--- config.mk ---
export PLATFORM = sky130hd
export DESIGN_NAME = br_resolve_unit
export DESIGN_NICKNAME = d
export VERILOG_FILES = /design/src/rtl/br_resolve_unit.sv
export SDC_FILE = /design/constraint.sdc
export NUM_CORES = 1
export LEC_CHECK = 0
export CAP_MARGIN = 20
export CORE_MARGIN = 1.5
export CORE_UTILIZATION = 50
export DETAILED_ROUTE_END_ITERATION = 16
export PLACE_DENSITY_LB_ADDON = 0.12
export SLEW_MARGIN = 10
export SYNTH_ARGS = -nofsm -noshare
export SYNTH_HDL_FRONTEND = slang
export SYNTH_SLANG_ARGS = --single-unit
--- constraint.sdc ---
create_clock -name clk -period 3.35 [get_ports clk]
set_input_delay 0.67 -clock clk [delete_from_list [all_inputs] [get_ports clk]]
set_output_delay 0.67 -clock clk [all_outputs]
set_load 0.01 [all_outputs]
--- src/rtl/br_resolve_unit.sv ---
// Branch resolve unit: computes branch target and condition outcome, trains a
// direct-mapped table of 2-bit direction counters and reports mispredictions.
module br_resolve_unit #(
    parameter int         PC_W     = 16,
    parameter int         OFF_W    = 9,
    parameter int         IDX_W    = 4,
    parameter logic [1:0] CTR_INIT = 2'b01,
    parameter int         MISS_W   = 16
) (
    input  logic              clk,
    input  logic              rst_n,
    input  logic              flush,
    input  logic [PC_W-1:0]   lk_pc,
    output logic              lk_taken,
    input  logic              in_vld,
    output logic              in_rdy,
    input  logic [PC_W-1:0]   in_pc,
    input  logic [15:0]       in_instr,
    input  logic [2:0]        in_flags,
    input  logic              in_pred,
    output logic              out_vld,
    input  logic              out_rdy,
    output logic              out_br,
    output logic              out_taken,
    output logic [PC_W-1:0]   out_target,
    output logic              redirect,
    output logic [PC_W-1:0]   redirect_pc,
    output logic [MISS_W-1:0] miss_cnt
);

    localparam int ENTRIES = 1 << IDX_W;

    logic [1:0]        ctr_q [ENTRIES];
    logic              out_vld_q;
    logic              out_br_q;
    logic              out_taken_q;
    logic [PC_W-1:0]   out_target_q;
    logic              redirect_q;
    logic [PC_W-1:0]   redirect_pc_q;
    logic [MISS_W-1:0] miss_q;

    logic              accept;
    logic              is_br_d;
    logic              cond_d;
    logic              taken_d;
    logic [PC_W-1:0]   off_d;
    logic [PC_W-1:0]   target_d;
    logic [PC_W-1:0]   fall_d;
    logic              redir_d;
    logic [PC_W-1:0]   redir_pc_d;
    logic [IDX_W-1:0]  upd_idx;
    logic [1:0]        ctr_cur;
    logic [1:0]        ctr_d;
    logic              lk_pc_unused;

    assign lk_pc_unused = ^lk_pc[PC_W-1:IDX_W];

    // The lookup reads the registered table, so a same-cycle update of the
    // same entry is only visible from the next cycle on.
    assign lk_taken = ctr_q[lk_pc[IDX_W-1:0]][1];

    assign in_rdy = !flush && (!out_vld_q || out_rdy);
    assign accept = in_vld && in_rdy;

    assign is_br_d  = (in_instr[15:12] == 4'b1100);
    assign off_d    = {{(PC_W-OFF_W){in_instr[OFF_W-1]}}, in_instr[OFF_W-1:0]};
    assign fall_d   = in_pc + PC_W'(1);
    assign target_d = fall_d + off_d;

    // Flags arrive as {Z,V,N}.
    always_comb begin
        cond_d = 1'b0;
        case (in_instr[11:9])
            3'b000:  cond_d = !in_flags[2];
            3'b001:  cond_d = in_flags[2];
            3'b010:  cond_d = !in_flags[2] && !in_flags[0];
            3'b011:  cond_d = in_flags[0];
            3'b100:  cond_d = in_flags[2] || !in_flags[0];
            3'b101:  cond_d = in_flags[0] || in_flags[2];
            3'b110:  cond_d = in_flags[1];
            default: cond_d = 1'b1;
        endcase
    end

    assign taken_d    = is_br_d && cond_d;
    assign redir_d    = (taken_d != in_pred);
    assign redir_pc_d = taken_d ? target_d : fall_d;

    assign upd_idx = in_pc[IDX_W-1:0];
    assign ctr_cur = ctr_q[upd_idx];

    always_comb begin
        ctr_d = ctr_cur;
        if (taken_d) begin
            if (ctr_cur != 2'b11) ctr_d = ctr_cur + 2'b01;
        end else begin
            if (ctr_cur != 2'b00) ctr_d = ctr_cur - 2'b01;
        end
    end

    always_ff @(posedge clk or negedge rst_n) begin
        if (!rst_n) begin
            for (int i = 0; i < ENTRIES; i++) ctr_q[i] <= CTR_INIT;
        end else if (accept && is_br_d) begin
            ctr_q[upd_idx] <= ctr_d;
        end
    end

    // Flush wins over both loading and draining the output stage.
    always_ff @(posedge clk or negedge rst_n) begin
        if (!rst_n) begin
            out_vld_q     <= 1'b0;
            out_br_q      <= 1'b0;
            out_taken_q   <= 1'b0;
            out_target_q  <= '0;
            redirect_q    <= 1'b0;
            redirect_pc_q <= '0;
        end else if (flush) begin
            out_vld_q <= 1'b0;
        end else if (accept) begin
            out_vld_q     <= 1'b1;
            out_br_q      <= is_br_d;
            out_taken_q   <= taken_d;
            out_target_q  <= target_d;
            redirect_q    <= redir_d;
            redirect_pc_q <= redir_pc_d;
        end else if (out_rdy) begin
            out_vld_q <= 1'b0;
        end
    end

    always_ff @(posedge clk or negedge rst_n) begin
        if (!rst_n) begin
            miss_q <= '0;
        end else if (accept && redir_d && (miss_q != {MISS_W{1'b1}})) begin
            miss_q <= miss_q + MISS_W'(1);
        end
    end

    assign out_vld     = out_vld_q;
    assign out_br      = out_br_q;
    assign out_taken   = out_taken_q;
    assign out_target  = out_target_q;
    assign redirect    = redirect_q && out_vld_q;
    assign redirect_pc = redirect_pc_q;
    assign miss_cnt    = miss_q;

endmodule

### Yosys cells after proc, flatten, opt, wreduce, memory -nomap -nowiden

Index checks and enable logic that the tools add are counted.

* register bits after elaboration: 84
* latch bits: 0
* memory bits (writable): 0
* bits in read-only memories: 0
* output and inout bits: 54
* memories kept: 0

* add/subtract/negate cells: 5
* multipliers: 0
* div/mod/pow operators: 0
* magnitude comparators: 3
* equality and inequality tests: 10
* shift operators: 0
* mux-type cells: 17
* bitwise gates (word level): 3
* reduce and logical (&&, ||, !) cells: 20

Operators by type and width (count)
* $add A16 B1 Y16 const B: 2
* $bwmux W32: 1
* $add A16 B16 Y16: 1
* $bmux W2 S4: 2
* $mux W16: 1
* $mux W2: 8
* $ne A16 B16 Y1 const B: 1
* $ge A5 B5 Y1 const B: 2
* $not A4 Y5: 2
* $eq A3 B3 Y1 const B: 3
* $logic_and A1 B1 Y1: 9
* $demux W2 S4: 1
* $pmux W1 S7: 1
* $eq A3 B2 Y1 const B: 2
* $lt A5 B1 Y1 const B: 1
* $eq A4 B4 Y1 const B: 1
* $logic_not A1 Y1: 4
* $eq A3 B1 Y1 const B: 1
* $logic_not A3 Y1: 1
* $logic_or A1 B1 Y1: 3
* $mux W1: 3
* $reduce_bool A3 Y1: 1
* $add A2 B1 Y2 const B: 1
* $ne A2 B2 Y1 const B: 1
* other kinds (5): 5

### Depth between registers and ports, before layout

* depth in word-level cells: 8
* depth in mapped cells: 15
* gate-level depth less buffers: 13

### Worst setup path after synthesis

OpenSTA, ideal clock, no wires.

* path kind: input -> register
* start: input port in_pc[2]
* end: register redirect_pc_q[12] (netlist: redirect_pc[12])
* setup time: 0.125 ns
* arrival: 3.386 ns
* required time: 3.225 ns
* path slack: -0.161 ns
* cell stages on the path: 13
* cell sequence: clkbuf_1 and2_1 clkbuf_1 nand4_1 xnor2_1 ha_1 o21a_1 o21ai_0 a21oi_1 a2111oi_0 o31ai_1 a311oi_1 nor2_1

* word-level cells in the longest chain between the ends: 3

RTL lines
* start: declaration: RTL line 17 `input logic [PC_W-1:0] in_pc,`
* $add A16 B1 Y16 (*): RTL line 67 `assign fall_d = in_pc + PC_W'(1);`
* $add A16 B16 Y16: RTL line 68 `assign target_d = fall_d + off_d;`
* $mux W16 (*): RTL line 87 `assign redir_pc_d = taken_d ? target_d : fall_d;`
* end signal: assignment: RTL line 126 `redirect_pc_q <= redir_pc_d;`
* end: declaration: RTL line 39 `logic [PC_W-1:0] redirect_pc_q;`

Mark *: on every way between the ends. The rest lies on a longest branch, timed or not.
A chain may end at the register's enable or synchronous reset.

### Worst setup path after layout

* start: input port lk_pc[0]
* end: output port lk_taken

* word-level cells in the longest chain between the ends: 4

RTL lines
* start: declaration: RTL line 13 `input logic [PC_W-1:0] lk_pc,`
* $not A4 Y5 (implied by the code): RTL line 60 `assign lk_taken = ctr_q[lk_pc[IDX_W-1:0]][1];`
* $bmux W2 S4: RTL line 60
* $mux W2 (implied by the code) (2 in series): RTL line 60
* end: declaration: RTL line 14 `output logic lk_taken,`

No other way between the ends. The select of a mux whose other input is x is not followed.

==> results.md <==
- Status: finished clean
- Synth area leaders: dfrtp_1 33%, dfstp_2 8.2%, mux2_2 8.1%, mux4_2 5.7%, nand2_1 5.6%
- Ys flop type: dfrtp_1
- Setup violators final: 0
- # diodes: 0
- Hold Path Class: input pin to asynchronous set/reset pin
- Worst r2r src: ctr_q[20]
- FMAX: 0.308 GHz
- Synth Instances: 506
- RSZ-0062 raised after global routing: false
- R2R depth: 4
- Worst Max-Slew Pin Slew: 0.487 ns
- Synthesized flop and latch total: 84
- Drt drc: 0
- DRT antenna net count: 0
- Worst setup SP type: input pin
- Detailed Place HPWL: 9.93 mm
- GPL Wtd Cong: 0.881
- Chip height: 104 um
- Met3 Resource Use GR: 0.0401
- Grt peak-use layer: met2
- H-tree depth: 3
- Worst r2r dst: ctr_q[13]
- Row count: 36
- Worst skew pair latency: 0.37 ns
- # port buffers: 98
- FF-to-FF setup slack: 1.09 ns
- Ports: 111
- Routed vias: 4480
- Mapped Nets: 587
- CTS tree: done
- Slew Limit Fails: 0
- Cell variety after synth: 52
- Worst Setup EP: lk_taken
- Critical path arrival: 2.58 ns
- Nets: 767
- Share of post-route cells with drive strength above 1: 0.297
- Sequential share of the synthesized area: 0.415
- Global route overflow: 0
- Clock Pin Slew Worst Setup and Hold Paths: 0.10 ns
- Top-area cell type share of the netlist area: 0.333
- Met1 GRT Util: 0.325
- Area grow syn2layout: 41.9%
- Critical path launch point: lk_pc[0]
- Clk buf depth: 2
- Initial antenna violation count: 0
- Required time of the critical path: 2.68 ns
- CP Class: input pin to output pin
- Average size of a mapped cell: 10.1 um2
- Total wire length: 13.4 mm
- P_leak: 3.35 nW
- Syn Std Cell Area: 0.00512 mm2
- Met2 usage: 0.418
- Clk sinks: 84
- Worst Setup End Kind: output pin
- Worst-path fanout max: 4
- Clock skew: 0.0127 ns
- CTS Buf Count: 9
- Total routing usage reported by global routing: 0.253
- Core Util, Final: 0.736
- Max cap viols: 0
- Final hold violation count: 0
- Maximum vdd ir drop: 0.384 mV
- Most frequent cells after synthesis: 77 x nand2_1, 68 x dfrtp_1, 37 x mux2_2, 36 x nor2_1, 23 x ha_1
- Die area: 0.0109 mm2
- Final Cell Area: 0.00726 mm2
- Pwr dens: 415 mW/mm2
- Final worst-path cycle share: 0.970
- TritonRoute pass-1 iters: 4
- Die W: 104 um
- WL/cell: 16.3 um
- Synthesis Warnings: 0
- Initial core utilization: 0.519
- Core ar.: 0.00986 mm2
- Power, Total: 3.01 mW
- Vias in the first global route: 4570
- DRT iter0 DRCs: 219
- Largest net degree at the start of global routing: 85
- CTS Hold Bufs: 0
- FFs w/ async S/R, synth: 1.00
- Post-DP Area: 0.00679 mm2
- Yosys top cell by area: dfrtp_1
- Worst hold slack: 0.201 ns
- First-pass GRT wire length: 21.9 mm
- Count leader, synth: nand2_1
- Crit path time final: 3.25 ns
- CTS root buf: clkbuf_8
- DR vias/cell: 5.44
- Slew margin rel.: 0.675
- Post-synth EDFFs: 0
[worst max-delay path, stage by stage]
cell and delay (ns):
clkdlybuf4s50_1 0.45, buf_4 0.15, mux4_2 0.54, mux4_2 0.47, dlygate4sd2_1 0.29
[report_power, final]
group | internal [mW] | total, mW | switching [mW]
combinational | 0.530 | 0.956 | 0.426
sequential | 1.14 | 1.23 | 0.0924
clock | 0.425 | 0.829 | 0.404
[final cells by class]
cell class	count	area, um2
fillers	729	2600
clock inverters	7	98.8
inverters	15	56.3
flip-flops and latches	84	2120
repair buffers	189	1690
well taps	133	166
multi-input cells	387	3010
clock buffers	9	124
[cells by family (layout without fill, tap and decap cells)]
group,after synthesis,count (layout),share of synthesized area
mux,59,59,0.163
xor+xnor,42,42,0.0719
buf+inv,35,220,0.0291
flops,84,84,0.415
fa+ha+maj,26,26,0.0645
simple gates,185,185,0.164
compound gates,75,75,0.0929
[per-layer routing]
metal | vias up | wire length (um)
li1 | 2161 | -
met1 | 2177 | 6020
met2 | 120 | 6590
met3 | 22 | 511
met4 | 0 | 282
met5 | - | 0
[placed cells by master, fill, tap and decap left out, types with 3 or more instances in the layout]
cell	count
and2_1	4
xnor2_1	16
inv_1	13
nor2b_1	6
mux2_2	37
nor3_2	3
a21oi_2	4
ha_1	22
dfrtp_1	68
o21ai_2	3
mux4_2	13
xor2_1	21
nor3b_1	3
dfstp_2	16
o21ai_1	4
mux2i_1	6
nand4_1	9
a21o_1	8
clkbuf_8	9
buf_4	91
nor2_1	35
nand3_1	17
o21ai_0	16
o211ai_1	4
a21oi_1	14
dlymetal6s2s_1	6
a31o_1	3
xnor2_2	4
and3_1	9
nand2_1	76
clkdlybuf4s50_1	88
nor3_1	11
[worst min-delay path by stage]
stage	slack, ns	end	startpoint	cells past startpoint
floorplan	0.37	ctr_q[11]	rst_n	0
global placement	0.45	redirect_q	redirect_q	1
detailed placement	0.46	redirect_q	redirect_q	1
CTS	0.48	redirect_q	redirect_q	1
global route	0.21	out_target[3]	rst_n	1
finish	0.20	redirect_pc[7]	rst_n	1
[sequential cells by signal (all words and copies together), names as in the netlist]
register,cells
out_taken,1
redirect_pc,16
ctr_q,32
redirect_q,1
out_vld,1
out_br,1
out_target,16
miss_cnt,16
[repair_timing]
item                                    CTS  global route
endpoints found under the setup margin   12            11
pin swaps                                 2            19
gates cloned                              0             0
gates resized for setup                   7            38
setup buffers                             1             7
[through the flow]
| step | cells | setup slack, ns | TNS (ns) |
|---|---|---|---|
| floorplan | 506 | -0.00157 | -0.00157 |
| global placement | 799 | -0.532 | -9.54 |
| detailed placement | 799 | -0.618 | -12.45 |
| CTS | 816 | 0.0377 | 0 |
| global route | 824 | 0.00742 | 0 |
| finish | 824 | 0.101 | 0 |
Note: power is estimated with default switching activity, not from simulation.
